File: config.mk
export PLATFORM = sky130hd
export DESIGN_NAME = render_scan_sequencer
export DESIGN_NICKNAME = d
export VERILOG_FILES = /design/src/rtl/render_scan_sequencer.sv
export SDC_FILE = /design/constraint.sdc
export NUM_CORES = 1
export LEC_CHECK = 0
export ABC_CLOCK_PERIOD_IN_PS = 9400
export CAP_MARGIN = 30
export CORE_ASPECT_RATIO = 1.2
export CORE_MARGIN = 2
export CORE_UTILIZATION = 40
export DETAILED_ROUTE_END_ITERATION = 10
export PLACE_DENSITY = 0.58
export SLEW_MARGIN = 20
export SYNTH_ARGS = -nofsm -noshare
export SYNTH_HDL_FRONTEND = slang
export SYNTH_SLANG_ARGS = --single-unit
File: constraint.sdc
create_clock -name clk -period 9.4 [get_ports clk]
set_input_delay 2.82 -clock clk [delete_from_list [all_inputs] [get_ports clk]]
set_output_delay 2.82 -clock clk [all_outputs]
set_load 0.02 [all_outputs]
File: src/rtl/render_scan_sequencer.sv
// render_scan_sequencer: buffers host register writes in a small command FIFO,
// replays them as program beats, then raster-scans the screen emitting one
// pixel coordinate plus latched background colour per beat (valid/ready out).
// Optional feature macro: SCAN_STRIDE_EN (x/y step by STRIDE instead of 1).
module render_scan_sequencer #(
  parameter int unsigned H_RES      = 1080,
  parameter int unsigned V_RES      = 2160,
  parameter int unsigned FIFO_DEPTH = 8,
  parameter int unsigned STRIDE     = 135
) (
  input  logic        clk,
  input  logic        rst_n,
  input  logic        cmd_valid,
  output logic        cmd_ready,
  input  logic [11:0] cmd_addr,
  input  logic [31:0] cmd_data,
  input  logic        frame_start,
  input  logic [31:0] bg_color,
  output logic        out_valid,
  input  logic        out_ready,
  output logic        program_out,
  output logic [10:0] x_out,
  output logic [11:0] y_out,
  output logic [31:0] data_out,
  output logic        busy,
  output logic        frame_done,
  output logic        frame_overrun
);

  localparam int unsigned XW = 11;
  localparam int unsigned YW = 12;
  localparam int unsigned AW = $clog2(FIFO_DEPTH);
  localparam int unsigned CW = AW + 1;

  // Reject unusable parameterisations at elaboration
  if (FIFO_DEPTH < 2 || (FIFO_DEPTH & (FIFO_DEPTH - 1)) != 0) begin : g_bad_depth
    $error("FIFO_DEPTH must be a power of two >= 2");
  end
  if (STRIDE == 0) begin : g_bad_stride
    $error("STRIDE must be non-zero");
  end

  typedef enum logic [1:0] {IDLE, PROG, SCAN, DONE} state_t;

  state_t         state, state_n;
  logic           pending, pending_n;
  logic [11:0]    mem_addr [FIFO_DEPTH];
  logic [31:0]    mem_data [FIFO_DEPTH];
  logic [AW-1:0]  rd_ptr, wr_ptr, rd_nxt;
  logic [CW-1:0]  count, count_after;
  logic           empty, full, push, pop, accept, start_scan;
  logic           valid_n, prog_n, done_n, overrun_n, busy_n;
  logic [XW-1:0]  x_n, x_step;
  logic [YW-1:0]  y_n, y_step;
  logic [31:0]    data_n;
  logic           x_wrap, y_wrap;

  // FIFO status and handshakes
  always_comb begin
    empty       = (count == '0);
    full        = (count == CW'(FIFO_DEPTH));
    cmd_ready   = !full;
    push        = cmd_valid && !full;
    accept      = out_valid && out_ready;
    pop         = (state == PROG) && accept;
    count_after = CW'(count + CW'(push) - CW'(pop));
    rd_nxt      = AW'(rd_ptr + AW'(1));
  end

`ifdef SCAN_STRIDE_EN
  logic [15:0] x_sum, y_sum;
  // Strided scan position: a step reaching the limit wraps to 0
  always_comb begin
    x_sum  = 16'(x_out) + 16'(STRIDE);
    y_sum  = 16'(y_out) + 16'(STRIDE);
    x_wrap = (x_sum >= 16'(H_RES));
    y_wrap = (y_sum >= 16'(V_RES));
    x_step = XW'(x_sum);
    y_step = YW'(y_sum);
  end
`else
  // Unit-step scan position
  always_comb begin
    x_wrap = (x_out == XW'(H_RES - 1));
    y_wrap = (y_out == YW'(V_RES - 1));
    x_step = XW'(x_out + XW'(1));
    y_step = YW'(y_out + YW'(1));
  end
`endif

  // Next-state and next-output logic
  always_comb begin
    state_n    = state;
    pending_n  = pending;
    valid_n    = out_valid;
    prog_n     = program_out;
    x_n        = x_out;
    y_n        = y_out;
    data_n     = data_out;
    done_n     = 1'b0;
    overrun_n  = frame_overrun;
    start_scan = 1'b0;

    if (frame_start) begin
      if (state == SCAN || state == DONE || pending) overrun_n = 1'b1;
      else if (state == PROG || !empty)               pending_n = 1'b1;
    end

    case (state)
      IDLE: begin
        if (!empty) begin
          state_n = PROG;
          valid_n = 1'b1;
          prog_n  = 1'b1;
          x_n     = '0;
          y_n     = mem_addr[rd_ptr];
          data_n  = mem_data[rd_ptr];
        end else if (frame_start || pending) begin
          start_scan = 1'b1;
        end
      end
      PROG: begin
        if (accept) begin
          if (count_after == '0) begin
            if (pending_n) begin
              start_scan = 1'b1;
            end else begin
              state_n = IDLE;
              valid_n = 1'b0;
              prog_n  = 1'b0;
            end
          end else if (count > CW'(1)) begin
            y_n    = mem_addr[rd_nxt];
            data_n = mem_data[rd_nxt];
          end else begin
            // Sole entry popped while a new one is pushed: bypass it
            y_n    = cmd_addr;
            data_n = cmd_data;
          end
        end
      end
      SCAN: begin
        if (accept) begin
          if (x_wrap) begin
            x_n = '0;
            if (y_wrap) begin
              state_n = DONE;
              valid_n = 1'b0;
              done_n  = 1'b1;
            end else begin
              y_n = y_step;
            end
          end else begin
            x_n = x_step;
          end
        end
      end
      DONE: state_n = IDLE;
      default: state_n = IDLE;
    endcase

    if (start_scan) begin
      state_n   = SCAN;
      pending_n = 1'b0;
      valid_n   = 1'b1;
      prog_n    = 1'b0;
      x_n       = '0;
      y_n       = '0;
      data_n    = bg_color;
    end

    busy_n = (state_n != IDLE) || (count_after != '0) || pending_n;
  end

  // State and registered outputs
  always_ff @(posedge clk or negedge rst_n) begin
    if (!rst_n) begin
      state         <= IDLE;
      pending       <= 1'b0;
      out_valid     <= 1'b0;
      program_out   <= 1'b0;
      x_out         <= '0;
      y_out         <= '0;
      data_out      <= '0;
      busy          <= 1'b0;
      frame_done    <= 1'b0;
      frame_overrun <= 1'b0;
    end else begin
      state         <= state_n;
      pending       <= pending_n;
      out_valid     <= valid_n;
      program_out   <= prog_n;
      x_out         <= x_n;
      y_out         <= y_n;
      data_out      <= data_n;
      busy          <= busy_n;
      frame_done    <= done_n;
      frame_overrun <= overrun_n;
    end
  end

  // FIFO pointers and occupancy
  always_ff @(posedge clk or negedge rst_n) begin
    if (!rst_n) begin
      rd_ptr <= '0;
      wr_ptr <= '0;
      count  <= '0;
    end else begin
      if (push) wr_ptr <= AW'(wr_ptr + AW'(1));
      if (pop)  rd_ptr <= rd_nxt;
      count <= count_after;
    end
  end

  // FIFO storage
  always_ff @(posedge clk) begin
    if (push) begin
      mem_addr[wr_ptr] <= cmd_addr;
      mem_data[wr_ptr] <= cmd_data;
    end
  end

endmodule

# After elaboration in Yosys (flattened, before gate mapping)
# Memories as Yosys holds them, arrays and structs flattened.
# Index checks and enable logic that the tools add are counted.
# classes
n_eq_ne	15
mux	56
add_sub_neg	6
reduce_logical	25
magnitude_cmp	1
# op_table
operator	n
32-bit two-way mux	5
12-bit two-way mux	8
32-bit one-hot mux with 2 select lines	1
11-bit two-way mux	4
12-bit one-hot mux with 3 select lines	1
1-bit two-way mux	24
3-bit != test, second input constant	8
11-bit one-hot mux with 2 select lines	1
2-bit two-way mux	8
12-bit by 1-bit adder with 12-bit output, second input constant	1
12-bit == test, second input constant	1
11-bit by 1-bit adder with 11-bit output, second input constant	1
11-bit == test, second input constant	1
4-bit zero test	2
2-bit one-hot mux with 4 select lines	1
8-bit AND reduction	1
4-bit nonzero test	2
7-bit AND reduction	1
3-bit by 1-bit adder with 3-bit output, second input constant	2
1-bit logical OR	6
3-bit nonzero test	2
5-bit AND reduction	1
4-bit by 1-bit adder with 4-bit output	1
2-bit == test, second input constant	2
other kinds (14)	18
# word_totals
mem_count	2
wordCells	118
register_bits	73
ram_bits	352
out_inout_bits	61
# mem_list
memory	depth	word_bits	read_ports	rd_ports_with_merged_regs	wr	line_no	source
mem_data	8	32	2	0	1	48	logic [31:0] mem_data [FIFO_DEPTH];
mem_addr	8	12	2	0	1	47	logic [11:0] mem_addr [FIFO_DEPTH];

# Logic depth before layout (Yosys ltp)
# Gate-level depths: netlist of run 1.
# logic_depth
ltp_word	14
mapped_depth	18
depth_no_buf	16

# Worst setup path after synthesis of run 1
# OpenSTA, ideal clock, no wires.
# synth_timing
path_type	input port to flip-flop
startpoint	input cmd_valid
endpoint	memory mem_addr[0][0] (enable)
arrival_ns	6.248
required_time_ns	8.900
stages	3
setup_slack_ns	2.653
cell_sequence	nand2_1 -> or2_2 -> nor3_1
# synth_via
elab_chain_len	3
# synth_rtl
item	line_no	source
from (decl)	13	input logic cmd_valid,
1-bit logical AND	63	push = cmd_valid && !full;
1-bit two-way mux	217	if (push) begin
1-bit two-way mux (implied by the code)	218	mem_addr[wr_ptr] <= cmd_addr;
to (decl)	47	
# No other way between the ends.

# Worst setup path in the final report of run 1
# layout_timing
startpoint	input out_ready
endpoint	register data_out[26]
# layout_via
elab_chain_len	9
# layout_rtl
item	line_no	source
from (decl)	20	input logic out_ready,
1-bit logical AND *	64	accept = out_valid && out_ready;
1-bit logical AND *	65	pop = (state == PROG) && accept;
4-bit by 1-bit subtractor with 4-bit output *	66	count_after = CW'(count + CW'(push) - CW'(pop));
named net count_after[1]	50	logic [CW-1:0] count, count_after;
4-bit zero test *	124	if (count_after == '0) begin
1-bit two-way mux	124	
1-bit two-way mux	123	if (accept) begin
1-bit one-hot mux with 2 select lines	109	case (state)
3-bit != test (no source line) / 3-bit nonzero test (equally long branches)	--	
4-bit AND reduction (no source line)	--	
to (signal assigned)	195	data_out <= data_n;
to (decl)	24	output logic [31:0] data_out,
# The timed path passes the listed nets; every way through them passes the cells marked *.
# A chain may end at the register's enable or synchronous reset.

==> results of run 1 <==
## logic make-up after synthesis
group                    count (synthesis)
buffers and inverters                  139
adder cells (fa/ha/maj)                 15
XOR/XNOR                                21
flip-flops                             425
AND/OR/NAND/NOR                        132
multiplexers                           257
AO/OA/AOI/OAI                          258
## where the power goes
part / internal (W) / switching, W / total (W)
Clock: 0.000978 / 0.000739 / 0.00172
Sequential: 0.00244 / 0.000279 / 0.00272
Combinational: 0.00193 / 0.00212 / 0.00405
Total: 0.00535 / 0.00313 / 0.00849
## synthesized netlist by cell type, drive strengths merged (14+ instances only)
master	n
nor3	14
o221ai	36
ha	14
mux2i	68
edfxtp	352
buf	47
nand2	33
o21ai	134
clkbuf	47
nand3	15
a21oi	41
dfrtp	73
inv	45
mux4	176
nor2	27
## worst max path at each step
stage | slack [ps] | start | depth (start not counted) | endpoint
finish | 2650 | out_ready | 14 | data_out[26]
global route | 2430 | out_ready | 14 | data_out[26]
CTS | 2700 | out_ready | 14 | data_out[22]
detailed placement | 2080 | out_ready | 14 | data_out[24]
global placement | 2200 | out_ready | 14 | data_out[14]
floorplan | 2650 | cmd_valid | 3 | mem_addr[0][0]
## sequential cells by signal (all words and copies together) (netlist names), 2 cells and up
signal,flops
rd_ptr,3
wr_ptr,3
mem_data,256
data_out,32
count,4
y_out,12
mem_addr,96
x_out,11
state,2
## through the flow
step / instances / setup slack [ps] / utilization (%)
floorplan: 1247 / 2650 / -
global placement: 1959 / 2200 / 44.7
detailed placement: 1960 / 2080 / 44.7
CTS: 2042 / 2700 / 47.4
global route: 2049 / 2430 / 47.7
finish: 2049 / 2650 / 47.7
## metal layers
metal | GRT usage, % | vias to the layer above | wire length (um)
met4 | 5.75 | 4 | 971
met3 | 2.78 | 63 | 2620
li1 | - | 5375 | -
met2 | 33.8 | 333 | 26000
met5 | 0 | - | 27
met1 | 26.5 | 6317 | 22000
## layout make-up
type	instances	area, um^2	share of cell area [%]
clock buffers	59	1190	4.95
repair buffers	168	1690	7.04
multi-input cells	683	7530	31.4
diodes	2	5.00	0.0209
clock inverters	23	210	0.876
flip-flops and latches	425	12400	51.7
inverters	45	169	0.704
well taps	644	806	3.36
==> flow_metrics.env, run 1 <==
export IMPL_status="finished clean"
export IMPL_cellPowerDensity_mw_per_mm2=354
export IMPL_io_buffers=141
export IMPL_whs_ps=468
export IMPL_final_antenna_net_count=0
export IMPL_clock_root_buffer="clkbuf_16"
export IMPL_critPathSlowestCell="o22a_2"
export IMPL_ys_seq_area_share_pct=60.8
export IMPL_synthFlopType="edfxtp_1"
export IMPL_viasPerCell=5.90
export IMPL_synth_simple_area_share_pct=3.38
export IMPL_ys_types=60
export IMPL_finalInstanceArea_mm2=0.0240
export IMPL_final_setup_skew_ps=17.3
export IMPL_crit_path_cell_trace="clkdlybuf4s50_1 -> and3_1 -> ha_1 -> inv_1 -> ha_1 -> fa_1 -> or3b_1 -> or4_4 -> a21o_1 -> nand2_1 -> o22a_2 -> buf_4 -> o221ai_1 -> o21ai_0"
export IMPL_grtUsageTotal_pct=19.8
export IMPL_dieArea_mm2=0.0528
export IMPL_synth_compound_area_share_pct=7.72
export IMPL_setup_violations=0
export IMPL_antenna_found_initial=4
export IMPL_num_fill_cells=4232
export IMPL_layout_common_cells="edfxtp_1, mux4_2, clkdlybuf4s50_1, o21ai_0, dfrtp_1"
export IMPL_syn_area_per_cell_um2=16.4
export IMPL_insertion_delay_ps=580
export IMPL_fin_crit_sh_pct=71.8
export IMPL_synth_edf_count=352
export IMPL_final_hold_viol_count=0
export IMPL_routed_wirelength_um=51600
export IMPL_critical_path_max_fanout=40
export IMPL_setup_tns_ps=0
export IMPL_cp_end_kind="register"
export IMPL_place_gp_congestion=0.783
export IMPL_yosysWarnings=0
export IMPL_grt_pass1_vias=12800
export IMPL_syn_num_nets=1343
export IMPL_hold_buffers=0
export IMPL_drive_gt1_share_pct=21.3
export IMPL_ys_ff_latch=425
export IMPL_path_delay_family="simple AND/OR/NAND/NOR gates"
export IMPL_start_util_pct=40.5
export IMPL_worst_pin_slew_ps=1000
export IMPL_synthXorXnorAreaFrac_pct=0.901
export IMPL_slowest_delay_ps=540
export IMPL_synth_top_family_by_area="multiplexers"
export IMPL_cts_buffers=45
export IMPL_path_clk_slew_ps=60
export IMPL_total_leakage_power_nw=7.98
export IMPL_clock_path_buffers=3
export IMPL_min_from="frame_overrun"
export IMPL_crit_type="primary input to register"
export IMPL_core_area_mm2=0.0503
export IMPL_yosysTopAreaCell="edfxtp_1"
export IMPL_die_x_um=210
export IMPL_r2r_end="data_out[26]"
export IMPL_rrSetupSlack_ps=3890
export IMPL_max_freq_mhz=148
export IMPL_cts_tree="yes"
export IMPL_syn_area_mm2=0.0204
export IMPL_p_total_w=0.00849
export IMPL_hpwl_um=28800
export IMPL_cap_violations=0
export IMPL_synthCells=1247
export IMPL_postCtsSetupRepairBufs=0
export IMPL_slew_headroom_pct=33.1
export IMPL_rsz0062_at_grt="false"
export IMPL_grt_ovfl_total=0
export IMPL_maxSlewViolCount=0
export IMPL_min_path_type="register to register"
export IMPL_drc=0
export IMPL_min_period_ps=6750
export IMPL_rows=90
export IMPL_final_common_cell="edfxtp_1"
export IMPL_path_common_cell="ha_1"
export IMPL_r2r_worst_path_cells=17
export IMPL_r2r_start="state[1]"
export IMPL_syn2layout_area_growth_pct=17.6
export IMPL_clock_sinks=425
export IMPL_drt_iter0_markers=934
export IMPL_pin_count=142
export IMPL_ir_drop_uv=268
export IMPL_grt_first_pass_wirelength_um=78600
export IMPL_postPlaceCellArea_mm2=0.0225
export IMPL_cts_resized=0
export IMPL_crit_required_ps=9890
export IMPL_first_pass_iters=5
export IMPL_grt_max_degree=89
export IMPL_synth_largest_type_area_fraction_pct=51.8
export IMPL_synthTopCellsByArea="edfxtp_1, mux4_2, dfrtp_1"
export IMPL_hold_path_end="frame_overrun"
export IMPL_worstPathArrival_ps=7240
export IMPL_crit_path_start_kind="primary input"
export IMPL_worst_path_buf_inv=3
export IMPL_die_height_um=251
export IMPL_muxShareOfSynthArea_pct=23.5
export IMPL_htreeDepth=2
export IMPL_fin_nets=1464
export IMPL_vias=12100
export IMPL_synth_fa_ha_area_share_pct=0.957
export IMPL_wl_per_cell_um=25.2
export IMPL_whs_path_depth=1
export IMPL_synthArstFlopShare_pct=17.2
Power figures use the tool's default switching activity.
==> run 2: changes to the inputs <==
--- a/config.mk
+++ b/config.mk
@@ -5,13 +5,13 @@
 export SDC_FILE = /design/constraint.sdc
 export NUM_CORES = 1
 export LEC_CHECK = 0
-export ABC_CLOCK_PERIOD_IN_PS = 9400
+export ABC_CLOCK_PERIOD_IN_PS = 5500
 export CAP_MARGIN = 30
 export CORE_ASPECT_RATIO = 1.2
 export CORE_MARGIN = 2
 export CORE_UTILIZATION = 40
 export DETAILED_ROUTE_END_ITERATION = 10
-export PLACE_DENSITY = 0.58
+export PLACE_DENSITY = 0.6
 export SLEW_MARGIN = 20
 export SYNTH_ARGS = -nofsm -noshare
 export SYNTH_HDL_FRONTEND = slang
==> constraint.sdc (replaced) <==
create_clock -name clk -period 5.5 [get_ports clk]
set_input_delay 1.65 -clock clk [delete_from_list [all_inputs] [get_ports clk]]
set_output_delay 1.65 -clock clk [all_outputs]
set_load 0.02 [all_outputs]
==> run 2 against run 1 <==
Cell area grew 1.2%. Count of clock-buffer cells in the layout grew 3. Register-to-register slack lost 2500 ps. Largest cell class unchanged. Highest routed layer unchanged.
==> flow_metrics.env, run 2 (synthesis results as in run 1) <==
export IMPL_clock_root_buffer="clkbuf_16"
export IMPL_rsz0062_at_grt="false"
export IMPL_drt_iter0_markers=849
export IMPL_seq_area_mm2=0.0124
export IMPL_final_setup_skew_ps=16.1
export IMPL_io_buffers=141
export IMPL_rows=90
export IMPL_internal_power_w=0.00943
export IMPL_clock_power_share_pct=20.9
export IMPL_critPathLaunch="out_ready"
export IMPL_total_leakage_power_nw=8.15
export IMPL_worst_pin_slew_ps=1010
export IMPL_start_util_pct=40.5
export IMPL_grt_pass1_vias=12800
export IMPL_drive_gt1_share_pct=23.0
export IMPL_crit_type="primary input to register"
export IMPL_min_period_ps=4910
export IMPL_top_register="mem_data"
export IMPL_largest_reg_flops=256
export IMPL_postCtsSetupRepairBufs=0
export IMPL_grt_ovfl_total=0
export IMPL_setup_tns_ps=0
export IMPL_r2r_start="state[1]"
export IMPL_p_comb_share_pct=47.7
export IMPL_final_hold_viol_count=0
export IMPL_wl_per_cell_um=24.7
export IMPL_insertion_delay_ps=580
export IMPL_clock_sinks=425
export IMPL_core_area_mm2=0.0503
export IMPL_fin_util_pct=48.3
export IMPL_sw_frac_of_total_pct=36.3
export IMPL_hpwl_um=29800
export IMPL_min_from="frame_overrun"
export IMPL_fin_nets=1479
export IMPL_fin_crit_sh_pct=89.2
export IMPL_routed_wirelength_um=51000
export IMPL_die_height_um=251
export IMPL_preCtsSetupSlack_ps=30.5
export IMPL_whs_path_depth=1
export IMPL_max_freq_mhz=204
export IMPL_cellPowerDensity_mw_per_mm2=609
export IMPL_diodes=0
export IMPL_setup_ws_ps=594
export IMPL_top_regs="mem_data: 256 flops, mem_addr: 96 flops, data_out: 32 flops"
export IMPL_cts_tree="yes"
export IMPL_num_fill_cells=4243
export IMPL_final_antenna_net_count=0
export IMPL_min_path_type="register to register"
export IMPL_hold_buffers=0
export IMPL_status="finished clean"
export IMPL_final_common_cell="edfxtp_1"
export IMPL_grt_first_pass_wirelength_um=78600
export IMPL_cap_violations=0
export IMPL_pin_count=142
export IMPL_netSwitchingPower_w=0.00538
export IMPL_dieArea_mm2=0.0528
export IMPL_slew_headroom_pct=32.7
export IMPL_cts_resized=0
export IMPL_viasPerCell=5.86
export IMPL_ir_drop_uv=478
export IMPL_grt_max_degree=88
export IMPL_die_x_um=210
export IMPL_multi_input_area_mm2=0.00753
export IMPL_path_clk_slew_ps=60
export IMPL_cp_end_kind="register"
export IMPL_clock_path_buffers=3
export IMPL_place_gp_congestion=0.793
export IMPL_r2r_worst_path_cells=14
export IMPL_vias=12100
export IMPL_power_frac_seq_pct=31.4
export IMPL_crit_path_start_kind="primary input"
export IMPL_cts_buffers=44
export IMPL_htreeDepth=2
export IMPL_first_pass_iters=5
export IMPL_setup_violations=0
export IMPL_critical_path_max_fanout=40
export IMPL_crit_required_ps=5960
export IMPL_syn2layout_area_growth_pct=19.1
export IMPL_worstPathArrival_ps=5360
export IMPL_maxSlewViolCount=0
export IMPL_antenna_found_initial=2
export IMPL_layout_common_cells="edfxtp_1, mux4_2, clkdlybuf4s50_1, o21ai_0, dfrtp_1"
export IMPL_drc=0
export IMPL_grtUsageTotal_pct=19.7
run 2: cell types whose count changed in the layout (fill, tap and decap cells not counted), moves of 2 or more:
| cell | previous run | this run |
|---|---|---|
| buf_4 | 23 | 34 |
| clkinv_1 | 11 | 2 |
| clkinv_2 | 3 | 10 |
| clkbuf_8 | 1 | 6 |
| buf_12 | 3 | 7 |
| clkbuf_1 | 13 | 10 |
| bufinv_16 | 3 | 5 |
| clkinv_4 | 2 | 0 |
| diode_2 | 2 | 0 |
| inv_6 | 3 | 1 |
run 2: cell type report:
class / instances / area share, %
Sequential cell: 425 / 51.1
Clock inverter: 19 / 0.958
Tap cell: 644 / 3.32
Clock buffer: 62 / 5.23
Timing Repair Buffer: 184 / 7.73
Multi-Input combinational cell: 683 / 31.0
Inverter: 45 / 0.695
run 2: path summary, 6_finish.rpt:
path | slack, ps | endpoint
setup / recovery | 590 | data_out[27]
hold / removal | 500 | frame_overrun
setup reg to reg | 1390 | data_out[27]
hold reg to reg | 500 | frame_overrun
max in group asynchronous | 3710 | x_out[8]
min in group asynchronous | 940 | data_out[8]
run 2: power by group through the flow:
stage | clock network [W] | logic, W | registers, W
floorplan | 0 | 0.00497 | 0.00469
global placement | 0 | 0.00701 | 0.00469
detailed placement | 0 | 0.00711 | 0.00471
CTS | 0.00317 | 0.00712 | 0.00465
global route | 0.00329 | 0.00770 | 0.00473
finish | 0.00310 | 0.00706 | 0.00465
run 2: metal layers:
layer  up-vias  routed length [um]  global-route usage [%]
li1       5392                   -                       -
met1      6296               21500                    25.7
met2       318               25800                    34.0
met3        72                2580                    3.16
met4         4                1100                    5.86
met5         -                  26                       0
run 2: per-stage QoR:
stage,cell area [um^2],cells,hold WS [ps],power [W]
6_report,24300,2062,498,0.0148
3_5_place_dp,22700,1977,499,0.0118
4_1_cts,24200,2058,516,0.0149
5_1_grt,24300,2062,519,0.0157
2_1_floorplan,20400,1247,488,0.00966
3_3_place_gp,22700,1975,456,0.0117
run 2: critical path, stage by stage:
cell             delay [ps]
clkdlybuf4s50_1         460
and3_1                  220
ha_1                    290
inv_1                    40
ha_1                    200
fa_1                    480
or3b_1                  370
or4_4                   430
a21o_1                  230
and2_2                  390
buf_12                  260
o221ai_1                200
o21ai_0                 110
